<file path="src/rtl/als_filter.sv">
// Moving-average filter for PmodALS light samples: one sample per reader frame,
// windowed average over 2^LOG2_DEPTH samples, plus a hysteretic dark flag.
module als_filter #(
  parameter int          LOG2_DEPTH = 3,
  parameter logic [7:0]  TH_LOW     = 8'd40,
  parameter logic [7:0]  TH_HIGH    = 8'd60
) (
  input  logic       clk,
  input  logic       rst,
  input  logic [7:0] data,
  input  logic       read_flag,
  output logic [7:0] avg,
  output logic       avg_valid,
  output logic       dark,
  output logic       filled,
  output logic [1:0] state_dbg
);

  localparam int DEPTH = 1 << LOG2_DEPTH;
  localparam int SW    = 8 + LOG2_DEPTH;
  localparam int CW    = LOG2_DEPTH + 1;
  localparam logic [CW-1:0] DEPTH_C = CW'(DEPTH);

  typedef enum logic [1:0] {IDLE = 2'd0, LOAD = 2'd1, UPDATE = 2'd2} state_t;

  state_t                state, next_state;
  logic                  s1, s2, s3;
  logic                  frame_edge;
  logic                  pending;
  logic [7:0]            sample;
  logic [7:0]            old_val;
  logic [7:0]            buf_mem [DEPTH];
  logic [SW-1:0]         sum;
  logic [SW-1:0]         new_sum;
  logic [7:0]            new_avg;
  logic [LOG2_DEPTH-1:0] wp;
  logic [CW-1:0]         cnt;
  logic [CW-1:0]         cnt_next;
  logic                  clr_pending, do_load, do_update;

  // read_flag is asynchronous: two flops to resynchronise, a third to find the rising edge
  always_ff @(posedge clk) begin
    if (rst) begin
      s1 <= 1'b0;
      s2 <= 1'b0;
      s3 <= 1'b0;
    end else begin
      s1 <= read_flag;
      s2 <= s1;
      s3 <= s2;
    end
  end

  assign frame_edge = s2 & ~s3;

  always_ff @(posedge clk) begin
    if (rst) state <= IDLE;
    else     state <= next_state;
  end

  // A frame edge seen directly in IDLE starts the update without going through pending
  always_comb begin
    next_state  = state;
    clr_pending = 1'b0;
    do_load     = 1'b0;
    do_update   = 1'b0;
    case (state)
      IDLE: begin
        if (pending || frame_edge) begin
          next_state  = LOAD;
          clr_pending = 1'b1;
        end
      end
      LOAD: begin
        do_load    = 1'b1;
        next_state = UPDATE;
      end
      UPDATE: begin
        do_update  = 1'b1;
        next_state = IDLE;
      end
      default: next_state = IDLE;
    endcase
  end

  assign state_dbg = state;

  // Sum stays exact: it always equals the sum of the buffer, which starts all-zero
  assign new_sum  = sum - SW'(old_val) + SW'(sample);
  assign new_avg  = new_sum[SW-1:LOG2_DEPTH];
  assign cnt_next = (cnt == DEPTH_C) ? cnt : cnt + 1'b1;
  assign filled   = (cnt == DEPTH_C);

  always_ff @(posedge clk) begin
    if (rst) begin
      pending   <= 1'b0;
      sample    <= '0;
      old_val   <= '0;
      sum       <= '0;
      avg       <= '0;
      avg_valid <= 1'b0;
      dark      <= 1'b0;
      wp        <= '0;
      cnt       <= '0;
      for (int i = 0; i < DEPTH; i++) buf_mem[i] <= '0;
    end else begin
      avg_valid <= 1'b0;
      if (clr_pending)     pending <= 1'b0;
      else if (frame_edge) pending <= 1'b1;
      if (frame_edge) sample <= data;
      if (do_load) old_val <= buf_mem[wp];
      if (do_update) begin
        buf_mem[wp] <= sample;
        sum         <= new_sum;
        avg         <= new_avg;
        wp          <= wp + 1'b1;
        cnt         <= cnt_next;
        if (cnt_next == DEPTH_C) begin
          avg_valid <= 1'b1;
          if (new_avg < TH_LOW)       dark <= 1'b1;
          else if (new_avg > TH_HIGH) dark <= 1'b0;
        end
      end
    end
  end

endmodule

</file>
<file path="config.mk">
export PLATFORM = sky130hd
export DESIGN_NAME = als_filter
export DESIGN_NICKNAME = d
export VERILOG_FILES = /design/src/rtl/als_filter.sv
export SDC_FILE = /design/constraint.sdc
export NUM_CORES = 1
export LEC_CHECK = 0
export CELL_PAD_IN_SITES_DETAIL_PLACEMENT = 0
export CELL_PAD_IN_SITES_GLOBAL_PLACEMENT = 1
export CORE_ASPECT_RATIO = 0.5
export CORE_MARGIN = 2
export CORE_UTILIZATION = 40
export DETAILED_ROUTE_END_ITERATION = 10
export GPL_TIMING_DRIVEN = 0
export PLACE_DENSITY = 0.65
export SLEW_MARGIN = 20
export SYNTH_ARGS = -nofsm -noshare
export SYNTH_HDL_FRONTEND = slang
export SYNTH_SLANG_ARGS = --single-unit
</file>
<file path="constraint.sdc">
create_clock -name clk -period 3.8 [get_ports clk]
set_input_delay 0.76 -clock clk [delete_from_list [all_inputs] [get_ports clk]]
set_output_delay 0.76 -clock clk [all_outputs]
set_load 0.05 [all_outputs]
</file>
# Word-level counts from Yosys, hierarchy flattened
# Memory sizes are Yosys's and may differ from the RTL's. A register that Yosys moved wholly into a read port is not among the register bits.
# Index checks and enable logic that the tools add are counted.
# op_classes
n_addsub	4
order_cmp	2
eq_ne	5
muxes	18
n_bitwise	3
reduce_logical	7
# ops
cell	n
1-bit two-way mux	13
11-bit by 8-bit adder with 11-bit output	1
11-bit by 8-bit subtractor with 11-bit output	1
4-bit equality test (second input constant)	2
8-bit by 6-bit > comparator with 1-bit output (second input constant)	1
8-bit by 6-bit < comparator with 1-bit output (second input constant)	1
8-bit two-way mux	1
8-bit OR reduction	1
4-bit by 1-bit adder with 4-bit output (second input constant)	1
4-bit two-way mux	1
2-bit one-hot mux with 2 select lines	1
2-bit OR reduction	2
3-bit by 1-bit adder with 3-bit output (second input constant)	1
3-bit two-way mux	1
3-bit AND reduction	1
2-bit by 1-bit equality test with 1-bit output (second input constant)	1
2-bit equality test (second input constant)	1
2-bit logical NOT	1
2-bit two-way mux	1
2-bit != test (second input constant)	1
1-bit NOT	2
2-bit nonzero test	1
1-bit AND	1
1-bit logical OR	1
# word_totals
ff_bits	42
ram_bits	64
inputBits	11
output_inout_bits	13
wordCells	52
n_memories	1
# memory_table
name	words	width	rd	rd_ports_with_merged_regs	wr	line	rtl
buf_mem	8	8	1	1	8	32	logic [7:0] buf_mem [DEPTH];

# Longest topological paths before layout
# Gate-level depths: netlist (run 1).
# logic_depth
ltp_word	7
depth_mapped	11
ltp_nobuf	11

# Worst setup path before layout (run 1)
# Ideal clock, no wire load.
# synth_path
path_kind	register to register
startpoint	register sample[1]
endpoint	register dark
setup_ns	0.137
arrival_time_ns	2.672
required_time_ns	3.663
setup_slack_ns	0.991
stages_incl_launch_ff	11
path_buffers	0
synth_period_minus_slack_ns	2.809
path_cell_list	dfxtp_1 -> clkinv_1 -> fa_1 -> inv_1 -> fa_1 -> a211oi_2 -> o21ai_1 -> a21boi_0 -> xor2_1 -> o311ai_1 -> a211oi_2
# synth_via
elab_chain_cells	4
elab_cells_between_ends	6
classes_between	add/sub (1); order compare (2); mux (1); reduce/logical (2)
# synth_lines
element	line	rtl
start, declared	30	logic [7:0] sample;
start signal, assigned	110	if (frame_edge) sample <= data;
11-bit by 8-bit adder with 11-bit output (*)	89	assign new_sum = sum - SW'(old_val) + SW'(sample);
8-bit by 6-bit < comparator with 1-bit output or 8-bit by 6-bit > comparator with 1-bit output (tied branches)	120, 121	
2-bit nonzero test (no source line)	-	
3-bit AND reduction (no source line)	-	
end signal, assigned	102	dark <= 1'b0;
end signal, assigned	120	if (new_avg < TH_LOW) dark <= 1'b1;
end signal, assigned	121	else if (new_avg > TH_HIGH) dark <= 1'b0;
end, declared	14	output logic dark,
# Mark *: on every way between the ends. The rest lies on a longest branch, timed or not.
# A chain may end at the register's enable or synchronous reset.

# Worst setup path in the final report (run 1)
# Ends and elaborated chain as after synthesis.

==> flow_summary.ini, run 1 <==
[routing]
routed_wl_um = 13140
remaining_design_rule_violation_count = 0
wl_per_cell_um = 18.71
dr.first_iter.drc_count = 278
route.antenna.remaining_nets = 0
vias_post_dr = 3698
post_drt_via_cell_ratio = 5.268
drt_pre_antenna_iters = 4

[logic_synthesis]
synth_cells = 493
post_synth_mux_area_share = 0.07923
yosys-top-cells-area = sky130_fd_sc_hd__edfxtp_1, sky130_fd_sc_hd__dfxtp_1, sky130_fd_sc_hd__mux4_2
syn-num-nets = 526
synth.ff_latch_count = 106
yosysTopAreaCellShare = 0.3622
synth.yosys.seq_area_share = 0.5206
synthDominantAreaCellType = sky130_fd_sc_hd__edfxtp_1
fraction_of_the_mapped_netlist_area_in_simple_logic_gates = 0.1651
synth-compound-area-share = 0.08795
synth-xor-area-share = 0.01981
synth_area_per_cell_sq_um = 10.76
area_share_of_fa_ha_maj_cells_after_synthesis = 0.06319
yosys_warnings = 0
combinational_family_with_the_most_area_after_synthesis = simple AND/OR/NAND/NOR gates
yosysUniqueCellTypes = 53
synth.cell_area_sq_um = 5306

[clock_tree]
post-cts-setup-buffer-count = 0
cts_max_level = 3
worstSkewPairLatency_ns = 0.35
max-clock-path-buffers = 2
clkTransAtPathRegs_ns = 0.08
ctsHoldBuffers = 0
cts.root.buffer_cell = sky130_fd_sc_hd__clkbuf_16
cts_inserted_buffers = 9
cts_resized = 0
cts_tree = built
clkSinkCount = 106

[pwr]
seqPwrFrac = 0.509
p_per_area_nw_per_um2 = 410.4
p_switching_w = 0.0006579
ir_drop_worst_case_vdd_mv = 0.2239
fin_total_pwr_w = 0.002478
clkPwrFrac = 0.378
power_report.internal_total_w = 0.001820
leakagePower_nw = 2.077
power.combinational.fraction = 0.114
netSwitchingFraction = 0.2655

[setup_path]
cp_num_buf_inv = 2
worstPathArrival_ns = 3.50
crit_path_end_kind = flop
critical-path-max-stage-delay_ns = 0.64
critPathSlowestCell = sky130_fd_sc_hd__fa_1
timing.rr.start = sample[1]$_SDFFE_PP0P_
worst_path_dominant_cell_family = adder cells
crit_fanout = 9
crit_path_start = sample[1]$_SDFFE_PP0P_
cp_cell_sequence = clkinv_1 > fa_1 > inv_1 > fa_1 > a211oi_2 > o21ai_1 > xor2_1 > o211ai_1 > o311ai_1 > a211oi_2
worst-endpoint-required_ns = 4.02
critical_path_class = flop to flop
setup.worst_path.start_class = flop

[floorplan]
core.rowCount = 29
top_level_ports = 24
start_util = 0.4143
dieWidth_um = 166.9
floorplan.core_area_sq_um = 12810
area_of_the_die_sq_um = 14260
floorplan.die.height_um = 85.45

[timing]
period_share = 0.8651
grt_setup_unrepaired = no
achievable-frequency_ghz = 0.3042
setup_tns_ns = 0
period_minus_slack_ns = 3.287
clock-skew-final_ns = 0.01339
report.final.setup_viol = 0
maxSlewViolCount = 0
slew_headroom = 0.5640
max_slew.worst_pin.slew_ns = 0.6540
final_hold_viol_count = 0

[placed_design]
finalWeightedCongestion = 0.8264
dpl.hpwl_um = 9154
portBuffers = 23

[job]
cap_violations = 0

[cells_and_area]
ff_latch_area_sq_um = 2763
layout.cells.most_common = sky130_fd_sc_hd__edfxtp_1
final_nets = 560
multi_input_area_sq_um = 2203
layout_common_cells = sky130_fd_sc_hd__edfxtp_1, sky130_fd_sc_hd__nor3_1, sky130_fd_sc_hd__nand2_1, sky130_fd_sc_hd__dfxtp_1, sky130_fd_sc_hd__nor2_1
layout.filler_cells = 1237
diodes = 0
syn2layout_area_growth_pct = 13.82
final_layout_size_suffix_gt1_frac = 0.1184

[grt]
grt_first_pass_wirelength_um = 20910
track_usage = 0.1970
first_global_vias = 3693
grt_max_degree = 21
grt_overflow_total = 0
antenna_found_initial = 0

[outcome]
result_of_the_run = finished, final reports clean

[min_path]
hold_path.startpoint = s1$_SDFF_PP0_
min_path_type = flop to flop
## Yosys cell counts (all sizes together)
library cell	n
and4	1
a2111oi	3
xnor2	3
o21a	1
or2	8
a2111o	1
clkbuf	23
mux2i	9
nor2	36
and2	11
edfxtp	64
a22oi	1
clkinv	7
o21bai	2
xor2	9
nor4	15
o21ai	5
or3	4
inv	30
nand2	42
buf	19
o211ai	4
nor3	47
a21oi	25
dfxtp	42
nand3	3
mux4	12
a211oi	13
a31oi	2
o22ai	2
nor2b	8
mux2	5
o311a	1
o311ai	1
a221oi	1
o31ai	1
a21o	2
nand2b	4
and3	1
ha	14
a311o	1
fa	8
a21boi	2
## power by group through the flow
stage                     clock [W]  combinational (W)  sequential, W
after floorplan                   0           0.000201        0.00128
after CTS                  0.000954           0.000284        0.00126
after global placement            0           0.000282        0.00129
after detailed placement          0           0.000282        0.00129
after global routing       0.000994           0.000312        0.00127
final                      0.000936           0.000281        0.00126
## flip-flops by register name, summed over array words and instances, names as in the netlist, 2 cells and up
register / flops
avg: 8
buf_mem: 64
cnt: 4
old_val: 8
sample: 8
state_dbg: 2
sum: 3
wp: 3
## layer usage
metal  track usage  share of wire  vias to the layer above
met5             0              0                        -
met4       0.04859         0.0085                        0
met3       0.04431          0.051                        8
met2        0.3120           0.45                       71
met1        0.2773           0.49                     1803
li1              -              -                     1816
## worst register-to-register path: cells and delay by family (launching register included)
family,cells,cell delay (ns)
buffers and inverters,2,0.39
XOR/XNOR,1,0.29
AO/OA/AOI/OAI,5,1.00
flip-flops,1,0.33
adder cells (fa/ha/maj),2,1.14
## area by class of cell
class,count,share of cell area
repair buffers,23,0.03812
multi-input cells,308,0.3648
clock inverters,7,0.01077
well taps,170,0.03522
clock buffers,9,0.03729
inverters,37,0.02300
plain buffers,42,0.03335
flip-flops and latches,106,0.4574
## metrics by stage
stage | hold slack (ns) | instances | utilization | setup WS, ns | instance area (sq um)
global placement | 0.4158 | 686 | 0.4489 | 0.4619 | 5749
global route | 0.4837 | 702 | 0.4715 | 0.2419 | 6040
finish | 0.4391 | 702 | 0.4715 | 0.5127 | 6040
floorplan | 0.4138 | 493 | - | 0.9905 | 5306
detailed placement | 0.4223 | 686 | 0.4489 | 0.4564 | 5749
CTS | 0.4410 | 702 | 0.4715 | 0.4422 | 6040
## logic make-up after synthesis
logic type      count (synthesis)
compound gates                 68
mux                            26
flops                         106
buf+inv                        79
fa+ha+maj                      22
xor+xnor                       12
simple gates                  180
## worst paths after layout
path                            end  slack [ns]  cells past startpoint
hold reg to reg       s2$_SDFF_PP0_        0.44                      1
hold / removal        s2$_SDFF_PP0_        0.44                      1
setup / recovery  dark$_SDFFE_PP0P_        0.51                     10
setup reg to reg  dark$_SDFFE_PP0P_        0.51                     10
Power figures use the tool's default switching activity.
==> inputs of run 2 (changes only) <==
Settings changed: SETUP_SLACK_MARGIN set to 0.1.
==> results of run 2 <==
Final layout, timing and power as in run 1 (identical DEF).
==> inputs of run 3 (changes only) <==
Settings changed: CTS_CLUSTER_DIAMETER set to 100.
==> results of run 3 <==
Final layout, timing and power as in run 1 (identical DEF).
